$ cat config.mk
export PLATFORM = sky130hd
export DESIGN_NAME = instr_fetch_flat
export DESIGN_NICKNAME = d
export VERILOG_FILES = /design/src/rtl/instr_fetch_if.sv /design/src/rtl/instr_fetch.sv /design/src/flat_wrapper.sv
export SDC_FILE = /design/constraint.sdc
export NUM_CORES = 1
export LEC_CHECK = 0
export CAP_MARGIN = 20
export CORE_UTILIZATION = 30
export CTS_BUF_LIST = sky130_fd_sc_hd__clkbuf_16
export CTS_CLUSTER_DIAMETER = 120
export CTS_CLUSTER_SIZE = 25
export DETAILED_ROUTE_END_ITERATION = 6
export DONT_BUFFER_PORTS = 1
export HOLD_SLACK_MARGIN = 0.06
export PLACE_DENSITY = 0.45
export SLEW_MARGIN = 25
export SYNTH_ARGS = -nofsm -noshare
export SYNTH_HDL_FRONTEND = slang
export SYNTH_SLANG_ARGS = --single-unit
$ cat constraint.sdc
create_clock -name clk -period 4.8 [get_ports clk]
set_clock_uncertainty 0.15 [all_clocks]
set_input_delay 0.24 -clock clk [delete_from_list [all_inputs] [get_ports clk]]
set_output_delay 0.24 -clock clk [all_outputs]
set_load 0.01 [all_outputs]
$ cat src/rtl/instr_fetch_if.sv
// Fetch-stage bus bundle: instruction memory req/ack port, decoder
// valid/ready hand-off, execute redirect input and the hand-off counter.
interface instr_fetch_if;
  logic        mem_req;
  logic [31:0] mem_addr;
  logic        mem_ack;
  logic [31:0] mem_rdata;
  logic        instr_valid;
  logic        instr_ready;
  logic [31:0] instr;
  logic [31:0] instr_pc;
  logic        redirect;
  logic [31:0] redirect_pc;
  logic [31:0] fetch_count;

  // Fetch stage side
  modport master (
    output mem_req, mem_addr, instr_valid, instr, instr_pc, fetch_count,
    input  mem_ack, mem_rdata, instr_ready, redirect, redirect_pc
  );

  // Memory / decoder / execute side
  modport slave (
    input  mem_req, mem_addr, instr_valid, instr, instr_pc, fetch_count,
    output mem_ack, mem_rdata, instr_ready, redirect, redirect_pc
  );
endinterface

$ cat src/rtl/instr_fetch.sv
// Instruction fetch stage: owns the PC, fetches one word at a time over a
// req/ack memory port, holds it for the decoder behind valid/ready, and
// squashes wrong-path fetches on a redirect from execute.
module instr_fetch #(
  parameter logic [31:0] RESET_PC = 32'h0000_0000
) (
  input  logic           clk,
  input  logic           reset,
  instr_fetch_if.master  bus
);

  typedef enum logic [1:0] {
    IDLE,
    FETCH,
    HOLD,
    DROP
  } state_t;

  localparam logic [31:0] RESET_PC_A = RESET_PC & 32'hFFFF_FFFC;

  state_t      state_q, state_d;
  logic [31:0] pc_q, pc_d;
  logic        req_q, req_d;
  logic [31:0] addr_q, addr_d;
  logic        valid_q, valid_d;
  logic [31:0] instr_q, instr_d;
  logic [31:0] ipc_q, ipc_d;
  logic [31:0] cnt_q, cnt_d;
  logic [31:0] target;

  assign target = bus.redirect_pc & 32'hFFFF_FFFC;

  assign bus.mem_req     = req_q;
  assign bus.mem_addr    = addr_q;
  assign bus.instr_valid = valid_q;
  assign bus.instr       = instr_q;
  assign bus.instr_pc    = ipc_q;
  assign bus.fetch_count = cnt_q;

  // State and registered outputs; reset abandons any outstanding request
  always_ff @(posedge clk) begin
    if (reset) begin
      state_q <= IDLE;
      pc_q    <= RESET_PC_A;
      req_q   <= 1'b0;
      addr_q  <= RESET_PC_A;
      valid_q <= 1'b0;
      instr_q <= '0;
      ipc_q   <= '0;
      cnt_q   <= '0;
    end else begin
      state_q <= state_d;
      pc_q    <= pc_d;
      req_q   <= req_d;
      addr_q  <= addr_d;
      valid_q <= valid_d;
      instr_q <= instr_d;
      ipc_q   <= ipc_d;
      cnt_q   <= cnt_d;
    end
  end

  // Next-state and next-output logic; every register holds by default
  always_comb begin
    state_d = state_q;
    pc_d    = pc_q;
    req_d   = req_q;
    addr_d  = addr_q;
    valid_d = valid_q;
    instr_d = instr_q;
    ipc_d   = ipc_q;
    cnt_d   = cnt_q;
    case (state_q)
      IDLE: begin
        state_d = FETCH;
        req_d   = 1'b1;
        addr_d  = pc_q;
        if (bus.redirect) begin
          pc_d   = target;
          addr_d = target;
        end
      end
      FETCH: begin
        if (bus.mem_ack && bus.redirect) begin
          // ack retires the old request, so the target can go out right away
          pc_d   = target;
          addr_d = target;
        end else if (bus.mem_ack) begin
          instr_d = bus.mem_rdata;
          ipc_d   = addr_q;
          valid_d = 1'b1;
          pc_d    = addr_q + 32'd4;
          req_d   = 1'b0;
          state_d = HOLD;
        end else if (bus.redirect) begin
          pc_d    = target;
          state_d = DROP;
        end
      end
      HOLD: begin
        if (bus.instr_ready) begin
          cnt_d = cnt_q + 32'd1;
        end
        if (bus.redirect) begin
          valid_d = 1'b0;
          pc_d    = target;
          addr_d  = target;
          req_d   = 1'b1;
          state_d = FETCH;
        end else if (bus.instr_ready) begin
          valid_d = 1'b0;
          req_d   = 1'b1;
          addr_d  = pc_q;
          state_d = FETCH;
        end
      end
      DROP: begin
        if (bus.mem_ack) begin
          state_d = FETCH;
          if (bus.redirect) begin
            pc_d   = target;
            addr_d = target;
          end else begin
            addr_d = pc_q;
          end
        end else if (bus.redirect) begin
          pc_d = target;
        end
      end
      default: begin
        state_d = IDLE;
      end
    endcase
  end

endmodule
$ cat src/flat_wrapper.sv
// flat-port wrapper written by rule: the top's interface ports become plain ports
module instr_fetch_flat 
#(
  parameter logic [31:0] RESET_PC = 32'h0000_0000
)
  (clk, reset, bus_mem_req, bus_mem_addr, bus_instr_valid, bus_instr, bus_instr_pc, bus_fetch_count, bus_mem_ack, bus_mem_rdata, bus_instr_ready, bus_redirect, bus_redirect_pc);
  instr_fetch_if bus_i ();
  input  logic clk;
  input  logic reset;
  output wire logic [$bits(bus_i.mem_req)-1:0] bus_mem_req;
  output wire logic [$bits(bus_i.mem_addr)-1:0] bus_mem_addr;
  output wire logic [$bits(bus_i.instr_valid)-1:0] bus_instr_valid;
  output wire logic [$bits(bus_i.instr)-1:0] bus_instr;
  output wire logic [$bits(bus_i.instr_pc)-1:0] bus_instr_pc;
  output wire logic [$bits(bus_i.fetch_count)-1:0] bus_fetch_count;
  input wire logic [$bits(bus_i.mem_ack)-1:0] bus_mem_ack;
  input wire logic [$bits(bus_i.mem_rdata)-1:0] bus_mem_rdata;
  input wire logic [$bits(bus_i.instr_ready)-1:0] bus_instr_ready;
  input wire logic [$bits(bus_i.redirect)-1:0] bus_redirect;
  input wire logic [$bits(bus_i.redirect_pc)-1:0] bus_redirect_pc;
  assign bus_mem_req = bus_i.mem_req;
  assign bus_mem_addr = bus_i.mem_addr;
  assign bus_instr_valid = bus_i.instr_valid;
  assign bus_instr = bus_i.instr;
  assign bus_instr_pc = bus_i.instr_pc;
  assign bus_fetch_count = bus_i.fetch_count;
  assign bus_i.mem_ack = bus_mem_ack;
  assign bus_i.mem_rdata = bus_mem_rdata;
  assign bus_i.instr_ready = bus_instr_ready;
  assign bus_i.redirect = bus_redirect;
  assign bus_i.redirect_pc = bus_redirect_pc;
  instr_fetch #(.RESET_PC(RESET_PC)) u_core (.clk(clk), .reset(reset), .bus(bus_i));
endmodule
==> results of run 1 <==
==> worst paths after layout <==
check | slack [ns] | endpoint | from
worst max-delay path | 1.85 | u_core.pc_q[19] | u_core.state_q[0]
worst min-delay path | 0.1 | u_core.bus.instr_pc[18] | reset
worst max register to register | 1.85 | u_core.pc_q[19] | u_core.state_q[0]
worst min register to register | 0.31 | u_core.pc_q[0] | u_core.pc_q[0]
==> layout by cell type (no fill, tap or decap), types with 4 or more instances in the layout <==
cell	instances
xor2_1	30
dlygate4sd3_1	70
nor3_1	11
nor4_1	5
and3_1	13
o22ai_1	9
xnor2_1	25
dfxtp_1	164
a311oi_1	11
nor2_1	103
a21oi_1	96
nand4_1	16
o21ai_0	27
clkbuf_16	17
buf_4	8
a211oi_1	27
or2_2	4
inv_1	14
a22oi_1	5
and4_1	6
mux2i_1	17
nor2b_1	4
nand2_1	191
nand3_1	24
==> what timing repair did <==
item                                   in CTS  in global routing
hold buffers                               72                  0
endpoints found under the hold margin     162                  0
setup endpoints to repair                   0                  0
==> kinds of logic (layout without fill, tap and decap cells) <==
family | count (synthesis) | after routing | share of synthesized area, %
AND/OR/NAND/NOR | 404 | 404 | 25.02
multiplexers | 17 | 17 | 2.329
adder cells (fa/ha/maj) | 2 | 2 | 0.3424
AO/OA/AOI/OAI | 193 | 193 | 16.01
other | 0 | 1 | 0
flip-flops | 164 | 164 | 44.93
XOR/XNOR | 55 | 55 | 6.592
buffers and inverters | 80 | 124 | 4.777
==> per-layer routing <==
metal / share of wire, % / wire length (um) / track usage (%)
met1: 46 / 10040 / 22.03
met2: 46 / 10200 / 29.07
met3: 6.3 / 1379 / 4.544
met4: 1.6 / 346 / 5.678
met5: 0 / 0 / 0
==> power by group through the flow <==
stage | Sequential (uW) | Combinational (uW) | Clock (uW)
2_1_floorplan | 1520 | 208 | 0
3_3_place_gp | 1560 | 212 | 0
3_5_place_dp | 1560 | 217 | 0
4_1_cts | 1520 | 308 | 1440
5_1_grt | 1540 | 340 | 1500
6_report | 1520 | 305 | 1390
==> state kept, by name, summed over array words and instances (netlist names) <==
register	count
u_core.bus.mem_req	1
u_core.bus.mem_addr	32
u_core.bus.fetch_count	32
u_core.bus.instr_valid	1
u_core.state_q	2
u_core.bus.instr_pc	32
u_core.bus.instr	32
u_core.pc_q	32
==> area by class of cell <==
class                           instances  area [sq um]  area share, %
Antenna cell                            1         2.502        0.02819
Clock buffer                           17         425.4          4.793
Clock inverter                         14         161.4          1.818
Inverter                               12         45.04         0.5075
Multi-Input combinational cell        671          3724          41.95
Sequential cell                       164          3283          36.99
Tap cell                              319         399.1          4.497
Timing Repair Buffer                   81         835.8          9.416
==> stage by stage <==
step           util, %  total power (uW)  hold slack [ns]
6_report         37.48              3223          0.09855
5_1_grt          37.48              3373           0.1106
4_1_cts          37.39              3276          0.08641
3_5_place_dp     31.76              1773           0.1721
3_3_place_gp     31.64              1768           0.1694
2_1_floorplan        -              1725           0.2260
==> worst max-delay path, delay by kind of cell (launching register included) <==
family,cells,cell delay (ns)
simple gates,2,1.27
flops,1,0.67
buf+inv,1,0.55
compound gates,2,0.17
==> flow_metrics.py, run 1 <==
metrics = {
    "floorplan": {
        "die_area_sq_mm": 0.02498,
        "ios": 199,
        "fp.dieH_um": 158.1,
        "dieWidth_um": 158.1,
        "row_count": 56,
        "start_util_pct": 30.85,
        "coreArea_sq_mm": 0.02368,
    },
    "clocking": {
        "numCtsBuffers": 17,
        "clock_tree.root_cell": "clkbuf_16",
        "cts_tree": "built",
        "htree_num_levels": 4,
        "cts_sinks": 164,
        "post_cts_buffers": 0,
        "insertion_delay_ns": 0.43,
        "cts_buffer_depth": 2,
        "ctsResizeCount": 0,
        "clkTransAtPathRegs_ns": 0.07,
    },
    "setup_path": {
        "worstSetupPathType": "reg -> reg",
        "endpoint_kind": "flop",
        "path_cells": "nand3b_1, and3_1, a21oi_1, dlygate4sd3_1, a21oi_1",
        "critPathRequiredTime_ns": 4.93,
        "reg2reg_depth": 5,
        "critPathMaxStageDelay_ns": 0.78,
        "worstSetupStartpointType": "flop",
        "cp_max_fo": 20,
        "arrival_ns": 3.08,
        "crit_path_top_delay_cell": "nand3b_1",
        "cpMostUsedCell": "a21oi_1",
    },
    "placed_design": {
        "place_inst": 1175,
        "place_area_sq_mm": 0.007521,
        "io_buffers": 0,
        "pre_cts_ws_ns": 2.041,
        "dp_hpwl_mm": 13.64,
        "place.gp.congestion": 0.7330,
    },
    "cells_and_area": {
        "syn_to_final_growth_pct": 21.47,
        "drive_gt1_share_pct": 6.048,
        "fin_cells": 1279,
        "final_nets": 1018,
        "fillers": 2482,
        "fin_area_sq_mm": 0.008876,
    },
    "grt": {
        "grt_remaining_overflow": 0,
        "grt_use_total_pct": 17.53,
        "grt_pass1_wl_mm": 33.87,
        "grt_max_degree": 157,
        "grt_pass1_vias": 6258,
        "antenna_found_initial": 1,
    },
    "power": {
        "p_clk_share_pct": 43.2,
        "leakagePower_uw": 0.003096,
        "powerDensity_mw_per_mm2": 363.1,
        "p_comb_share_pct": 9.5,
        "switching_share_pct": 26.48,
        "p_seq_share_pct": 47.3,
        "peakVddDrop_mv": 0.1712,
        "power.switching_uw": 853.3,
        "p_int_uw": 2369,
    },
    "hold_path": {
        "hold_depth": 2,
        "min_path_type": "in -> reg",
    },
    "sta": {
        "setup_violations": 0,
        "setup_tns_ns": 0,
        "hold_viol": 0,
        "drv_slew": 0,
        "worst_slack_ns": 1.850,
        "max_freq_mhz": 339.0,
        "rsz0062_at_grt": "no",
        "finalCritPeriodShare_pct": 61.46,
        "slew_headroom_pct": 37.96,
        "finalCriticalPeriod_ns": 2.950,
        "worst_pin_slew_ns": 0.9277,
    },
    "yosys": {
        "yosysTopAreaCell": "dfxtp_1",
        "synth_area_sq_mm": 0.007307,
        "synth_edf_count": 0,
        "ys_warn_count": 0,
        "syn-num-nets": 986,
        "synth_ff_type": "dfxtp_1",
        "synth_seq_cells": 164,
        "yosysSeqAreaShare_pct": 44.93,
        "syn_area_per_cell_sq_um": 7.986,
        "synthCells": 915,
        "synth_top_area_share_pct": 44.93,
        "synthTopCellsByArea": "dfxtp_1 45%, nand2_1 9.8%, a21oi_1 6.6%",
        "synthMostInstantiatedCell": "nand2_1",
        "synth.distinct_cells": 54,
        "yosys-top-cells-count": "191 x nand2_1, 164 x dfxtp_1, 105 x nor2_1",
        "synthArstFlopShare_pct": 0,
    },
    "detailed_routing": {
        "drt_first_pass_iters": 4,
        "viasPerCell": 5.021,
        "postRouteWirelength_mm": 21.97,
        "drc_errors": 0,
        "via_count": 6422,
        "wire_per_inst_um": 17.18,
        "drt_iter0_markers": 513,
        "ant_nets": 0,
    },
    "status": {
        "status": "completed",
    },
    "flow_run": {
        "maxCapViolCount": 0,
    },
}
No activity file was read; power rests on OpenSTA's default activity.
==> run 2: changes to the inputs <==
--- a/config.mk
+++ b/config.mk
@@ -13,7 +13,7 @@
 export DETAILED_ROUTE_END_ITERATION = 6
 export DONT_BUFFER_PORTS = 1
 export HOLD_SLACK_MARGIN = 0.06
-export PLACE_DENSITY = 0.45
+export PLACE_DENSITY = 0.46
 export SLEW_MARGIN = 25
 export SYNTH_ARGS = -nofsm -noshare
 export SYNTH_HDL_FRONTEND = slang
==> constraint.sdc (replaced) <==
create_clock -name clk -period 2.55 [get_ports clk]
set_clock_uncertainty 0.15 [all_clocks]
set_input_delay 0.1275 -clock clk [delete_from_list [all_inputs] [get_ports clk]]
set_output_delay 0.1275 -clock clk [all_outputs]
set_load 0.01 [all_outputs]
==> flow_metrics.py, run 2 (synthesis results as in run 1) <==
metrics = {
    "sta": {
        "setup_violations": 0,
        "hold_viol": 0,
        "finalCriticalPeriod_ns": 2.374,
        "max_freq_mhz": 421.3,
        "rsz0062_at_grt": "no",
        "finalCritPeriodShare_pct": 93.09,
        "setup_tns_ns": 0,
        "slew_headroom_pct": 49.14,
        "whs_ns": 0.1079,
        "drv_slew": 0,
        "worst_pin_slew_ns": 0.7629,
    },
    "cells_and_area": {
        "fin_cells": 1370,
        "final_nets": 1109,
        "fillers": 2451,
        "seq_area_sq_mm": 0.003283,
        "final_cell_mix": "191 x nand2_1, 164 x dfxtp_1, 110 x dlygate4sd3_1",
        "fin_area_sq_mm": 0.009666,
        "syn_to_final_growth_pct": 32.28,
        "drive_gt1_share_pct": 10.75,
        "mostFrequentLayoutCell": "nand2_1",
        "multiInputGateArea_sq_mm": 0.003710,
        "antenna_cells": 0,
    },
    "power": {
        "fin_total_pwr_uw": 6072,
        "switching_share_pct": 27.71,
        "powerDensity_mw_per_mm2": 628.2,
        "peakVddDrop_mv": 0.3454,
        "p_int_uw": 4389,
        "leakagePower_uw": 0.003584,
        "p_seq_share_pct": 45.6,
        "p_comb_share_pct": 13.2,
        "power.switching_uw": 1682,
        "p_clk_share_pct": 41.1,
    },
    "grt": {
        "grt_max_degree": 123,
        "grt_pass1_wl_mm": 35.18,
        "antenna_found_initial": 0,
        "grt_remaining_overflow": 0,
        "grt_pass1_vias": 6555,
        "grt_use_total_pct": 18.17,
    },
    "clocking": {
        "numCtsBuffers": 17,
        "insertion_delay_ns": 0.43,
        "cts_buffer_depth": 2,
        "cts_sinks": 164,
        "clock_tree.root_cell": "clkbuf_16",
        "htree_num_levels": 4,
        "clkTransAtPathRegs_ns": 0.07,
        "cts_tree": "built",
    },
    "placed_design": {
        "place_area_sq_mm": 0.007859,
        "place_inst": 1216,
        "place.gp.congestion": 0.7202,
        "dp_hpwl_mm": 14.15,
        "io_buffers": 0,
    },
    "status": {
        "status": "completed",
    },
    "floorplan": {
        "die_area_sq_mm": 0.02498,
        "start_util_pct": 30.85,
        "fp.dieH_um": 158.1,
        "ios": 199,
        "row_count": 56,
        "dieWidth_um": 158.1,
        "coreArea_sq_mm": 0.02368,
    },
    "detailed_routing": {
        "viasPerCell": 5.005,
        "via_count": 6857,
        "ant_nets": 0,
        "drt_iter0_markers": 414,
        "wire_per_inst_um": 16.73,
        "drt_first_pass_iters": 5,
        "drc_errors": 0,
        "postRouteWirelength_mm": 22.92,
    },
    "setup_path": {
        "critPathRequiredTime_ns": 2.71,
        "critPathMaxStageDelay_ns": 0.58,
        "endpoint_kind": "flop",
        "path_cells": "buf_4, nor2b_2, nand3_2, buf_6, nand2_1, a21oi_1, dlygate4sd3_1",
        "worstSetupPathType": "reg -> reg",
        "crit_path_top_delay_cell": "dlygate4sd3_1",
        "arrival_ns": 2.53,
        "cp_max_fo": 47,
        "worstSetupStartpointType": "flop",
    },
    "hold_path": {
        "min_path_type": "in -> reg",
    },
    "flow_run": {
        "maxCapViolCount": 0,
    },
}
## run 2: cell count changes in the layout (fill, tap and decap cells not counted), sizes merged
cell,delta
diode,-1
buf,+50
dlymetal6s4s,+1
dlygate4sd3,+40
clkinv,+3
inv,-1
clkinvlp,+1
bufinv,-2
## run 2: area by class of cell
cell class                 count  share of cell area (%)
multi-input combinational    671                   38.38
sequential                   164                   33.97
timing repair buffer         172                   17.26
clock buffer                  17                   4.401
tap                          319                   4.129
clock inverter                15                   1.359
inverter                      12                  0.5049
## run 2: critical path, delay by kind of cell (launching register included)
kind	cells	cell delay, ns
AOI/OAI and AO/OA	1	0.06
and+or+nand+nor	3	0.52
buffers and inverters	3	1.08
DFF	1	0.43
## run 2: through the flow
stage	util (%)	setup WS (ns)
floorplan	-	0.4241
global placement	33.18	0.3909
detailed placement	33.18	0.3500
CTS	40.47	0.01323
global route	40.81	0.01316
finish	40.81	0.1762
## run 2: layer usage
layer  vias to the layer above  wire length, um  GRT usage (%)
met5                         -                0              0
met4                         0              201          4.991
met3                        14             1549          4.955
met2                       188            10830          30.19
met1                      3259            10340          22.98
li1                       3396                -              -
## run 2: timing repair
action	4_1_cts	5_1_grt
setup endpoints to repair	0	42
gates resized for setup	0	5
hold buffers	114	0
hold endpoints to repair	162	0
buffers inserted	0	8
## run 2: final timing paths
check	from	to	slack [ns]	depth (start not counted)
max	u_core.state_q[0]	u_core.bus.instr[7]	0.18	7
min	bus_mem_ack	u_core.bus.instr[22]	0.11	5
max reg2reg	u_core.state_q[0]	u_core.bus.instr[7]	0.18	7
min reg2reg	u_core.pc_q[0]	u_core.pc_q[0]	0.31	2
## run 2: power groups by stage
stage	combinational [uW]	clock (uW)	sequential, uW
5_1_grt	880	2700	2790
4_1_cts	788	2570	2770
3_5_place_dp	591	0	2830
6_report	803	2500	2770
3_3_place_gp	587	0	2830
2_1_floorplan	392	0	2860
==> run 3: changes to the inputs <==
--- a/config.mk
+++ b/config.mk
@@ -14,6 +14,7 @@
 export DONT_BUFFER_PORTS = 1
 export HOLD_SLACK_MARGIN = 0.06
 export PLACE_DENSITY = 0.46
+export SETUP_SLACK_MARGIN = 0.15
 export SLEW_MARGIN = 25
 export SYNTH_ARGS = -nofsm -noshare
 export SYNTH_HDL_FRONTEND = slang
==> constraint.sdc (replaced) <==
create_clock -name clk -period 2.55 [get_ports clk]
set_clock_uncertainty 0.15 [all_clocks]
set_input_delay 0.1275 -clock clk [delete_from_list [all_inputs] [get_ports clk]]
set_output_delay 0.1275 -clock clk [all_outputs]
set_load 0.02 [all_outputs]
==> flow_metrics.py, run 3 (synthesis results as in run 1) <==
metrics = {
    "status": {
        "status": "finished, violations left",
        "violations": "hold timing",
    },
    "sta": {
        "finalCritPeriodShare_pct": 88.33,
        "finalCriticalPeriod_ns": 2.252,
        "worst_pin_slew_ns": 0.5743,
        "setup_tns_ns": 0,
        "drv_slew": 0,
        "whs_ns": -0.3721,
        "max_freq_mhz": 444.0,
        "hold_viol": 132,
        "rsz0062_at_grt": "no",
        "slew_headroom_pct": 61.64,
        "setup_violations": 0,
    },
    "hold_path": {
        "hold_end": "u_core.bus.instr_pc[23]",
        "hp-start": "reset",
        "hold_depth": 1,
        "min_path_type": "in -> reg",
    },
    "floorplan": {
        "fp.dieH_um": 158.1,
        "row_count": 56,
        "coreArea_sq_mm": 0.02368,
        "die_area_sq_mm": 0.02498,
        "ios": 199,
        "dieWidth_um": 158.1,
        "start_util_pct": 30.85,
    },
    "clocking": {
        "insertion_delay_ns": 0.43,
        "htree_num_levels": 4,
        "cts_sinks": 164,
        "cts_tree": "built",
        "clkTransAtPathRegs_ns": 0.07,
        "clock_tree.root_cell": "clkbuf_16",
        "cts_buffer_depth": 2,
        "numCtsBuffers": 17,
    },
    "setup_path": {
        "cpMostUsedCell": "nor2_1",
        "worstSetupStartpointType": "flop",
        "crit_path_top_delay_cell": "dlygate4sd3_1",
        "endpoint_kind": "flop",
        "critPathRequiredTime_ns": 2.71,
        "critPathMaxStageDelay_ns": 0.55,
        "worstSetupPathType": "reg -> reg",
        "arrival_ns": 2.41,
        "cp_max_fo": 5,
        "r2r-start": "u_core.bus.fetch_count[2]",
        "path_cells": "nand4_1, nor2_1, and4_1, xnor2_1, nor2_1, dlygate4sd3_1",
        "r2r-end": "u_core.bus.fetch_count[7]",
        "rrSetupSlack_ns": 0.30,
        "reg2reg_depth": 6,
    },
    "cells_and_area": {
        "fillers": 2504,
        "multiInputGateArea_sq_mm": 0.003720,
        "final_cell_mix": "191 x nand2_1, 161 x dfxtp_1, 102 x nor2_1",
        "fin_cells": 1315,
        "antenna_cells": 0,
        "fin_area_sq_mm": 0.009135,
        "seq_area_sq_mm": 0.003287,
        "final_nets": 1054,
        "drive_gt1_share_pct": 12.45,
        "syn_to_final_growth_pct": 25.02,
        "mostFrequentLayoutCell": "nand2_1",
    },
    "detailed_routing": {
        "drt_iter0_markers": 390,
        "viasPerCell": 4.945,
        "drc_errors": 0,
        "ant_nets": 0,
        "drt_first_pass_iters": 4,
        "postRouteWirelength_mm": 22.12,
        "via_count": 6503,
        "wire_per_inst_um": 16.82,
    },
    "placed_design": {
        "io_buffers": 0,
        "place.gp.congestion": 0.7340,
        "dp_hpwl_mm": 14.16,
        "place_inst": 1230,
        "place_area_sq_mm": 0.007964,
    },
    "flow_run": {
        "maxCapViolCount": 0,
    },
    "power": {
        "peakVddDrop_mv": 0.3517,
        "fin_total_pwr_uw": 6220,
        "powerDensity_mw_per_mm2": 680.9,
        "leakagePower_uw": 0.003329,
    },
    "grt": {
        "grt_remaining_overflow": 0,
        "antenna_found_initial": 0,
        "grt_use_total_pct": 17.52,
        "grt_pass1_vias": 6044,
        "grt_max_degree": 158,
        "grt_pass1_wl_mm": 33.55,
    },
}
-- run 3: cell count changes in the layout (fill, tap and decap cells not counted), moves of 2 or more --
cell           previous run  this run
dlygate4sd3_1           110        50
buf_4                    52        62
clkinv_2                  3         0
dfxtp_1                 164       161
dfxtp_2                   0         3
bufinv_16                 1         3
clkinv_1                  2         0
clkinv_4                  2         4
inv_6                     4         6
-- run 3: critical path, delay by kind of cell, from the launching register on --
kind | cells | cell delay, ns
buf+inv | 1 | 0.55
xor+xnor | 1 | 0.12
flops | 1 | 0.54
simple gates | 4 | 0.78
-- run 3: cell type report --
cell class	count	area share, %
multi-input combinational	671	40.72
timing repair buffer	117	11.67
clock buffer	17	4.657
sequential	164	35.98
clock inverter	15	2.109
tap	319	4.369
inverter	12	0.4931
-- run 3: power by group --
group	leakage, uW	internal [uW]	switching (uW)
sequential	0.00134	2670	113
clock	0.000296	1570	1160
combinational	0.00169	293	413
total	0.00333	4530	1690
-- run 3: what timing repair did --
action                     in CTS  in global routing
resized for setup               0                  6
buffers inserted                0                  2
hold buffers                   47                  4
setup endpoints to repair       0                 14
hold endpoints to repair      162                132
-- run 3: through the flow --
stage          hold WS, ns  utilization [%]  worst slack (ns)
4_1_cts            -0.4002            38.27            0.1638
2_1_floorplan       0.1135                -            0.3356
3_5_place_dp       0.05747            33.63            0.3899
6_report           -0.3721            38.57            0.2977
5_1_grt            -0.4005            38.57            0.1597
3_3_place_gp       0.05523            33.63            0.4087
-- run 3: how the worst max path moves through the flow --
stage | startpoint | to | slack (ns) | depth (start not counted)
finish | u_core.bus.fetch_count[2] | u_core.bus.fetch_count[7] | 0.30 | 6
global route | u_core.bus.fetch_count[3] | u_core.bus.fetch_count[7] | 0.16 | 6
CTS | u_core.state_q[1] | u_core.bus.mem_addr[1] | 0.16 | 6
detailed placement | u_core.bus.mem_addr[3] | u_core.pc_q[26] | 0.39 | 7
global placement | u_core.bus.mem_addr[3] | u_core.pc_q[26] | 0.41 | 7
floorplan | u_core.bus.mem_addr[2] | u_core.pc_q[26] | 0.34 | 6
-- run 3: routing by layer --
layer / global-route usage [%] / share of wire, % / vias to the layer above / routed length (um)
met5: 0 / 0 / - / 0
met2: 28.99 / 47 / 177 / 10330
li1: - / - / 3287 / -
met1: 21.92 / 45 / 3019 / 9862
met4: 5.037 / 1.2 / 0 / 262
met3: 5.201 / 7.5 / 20 / 1658
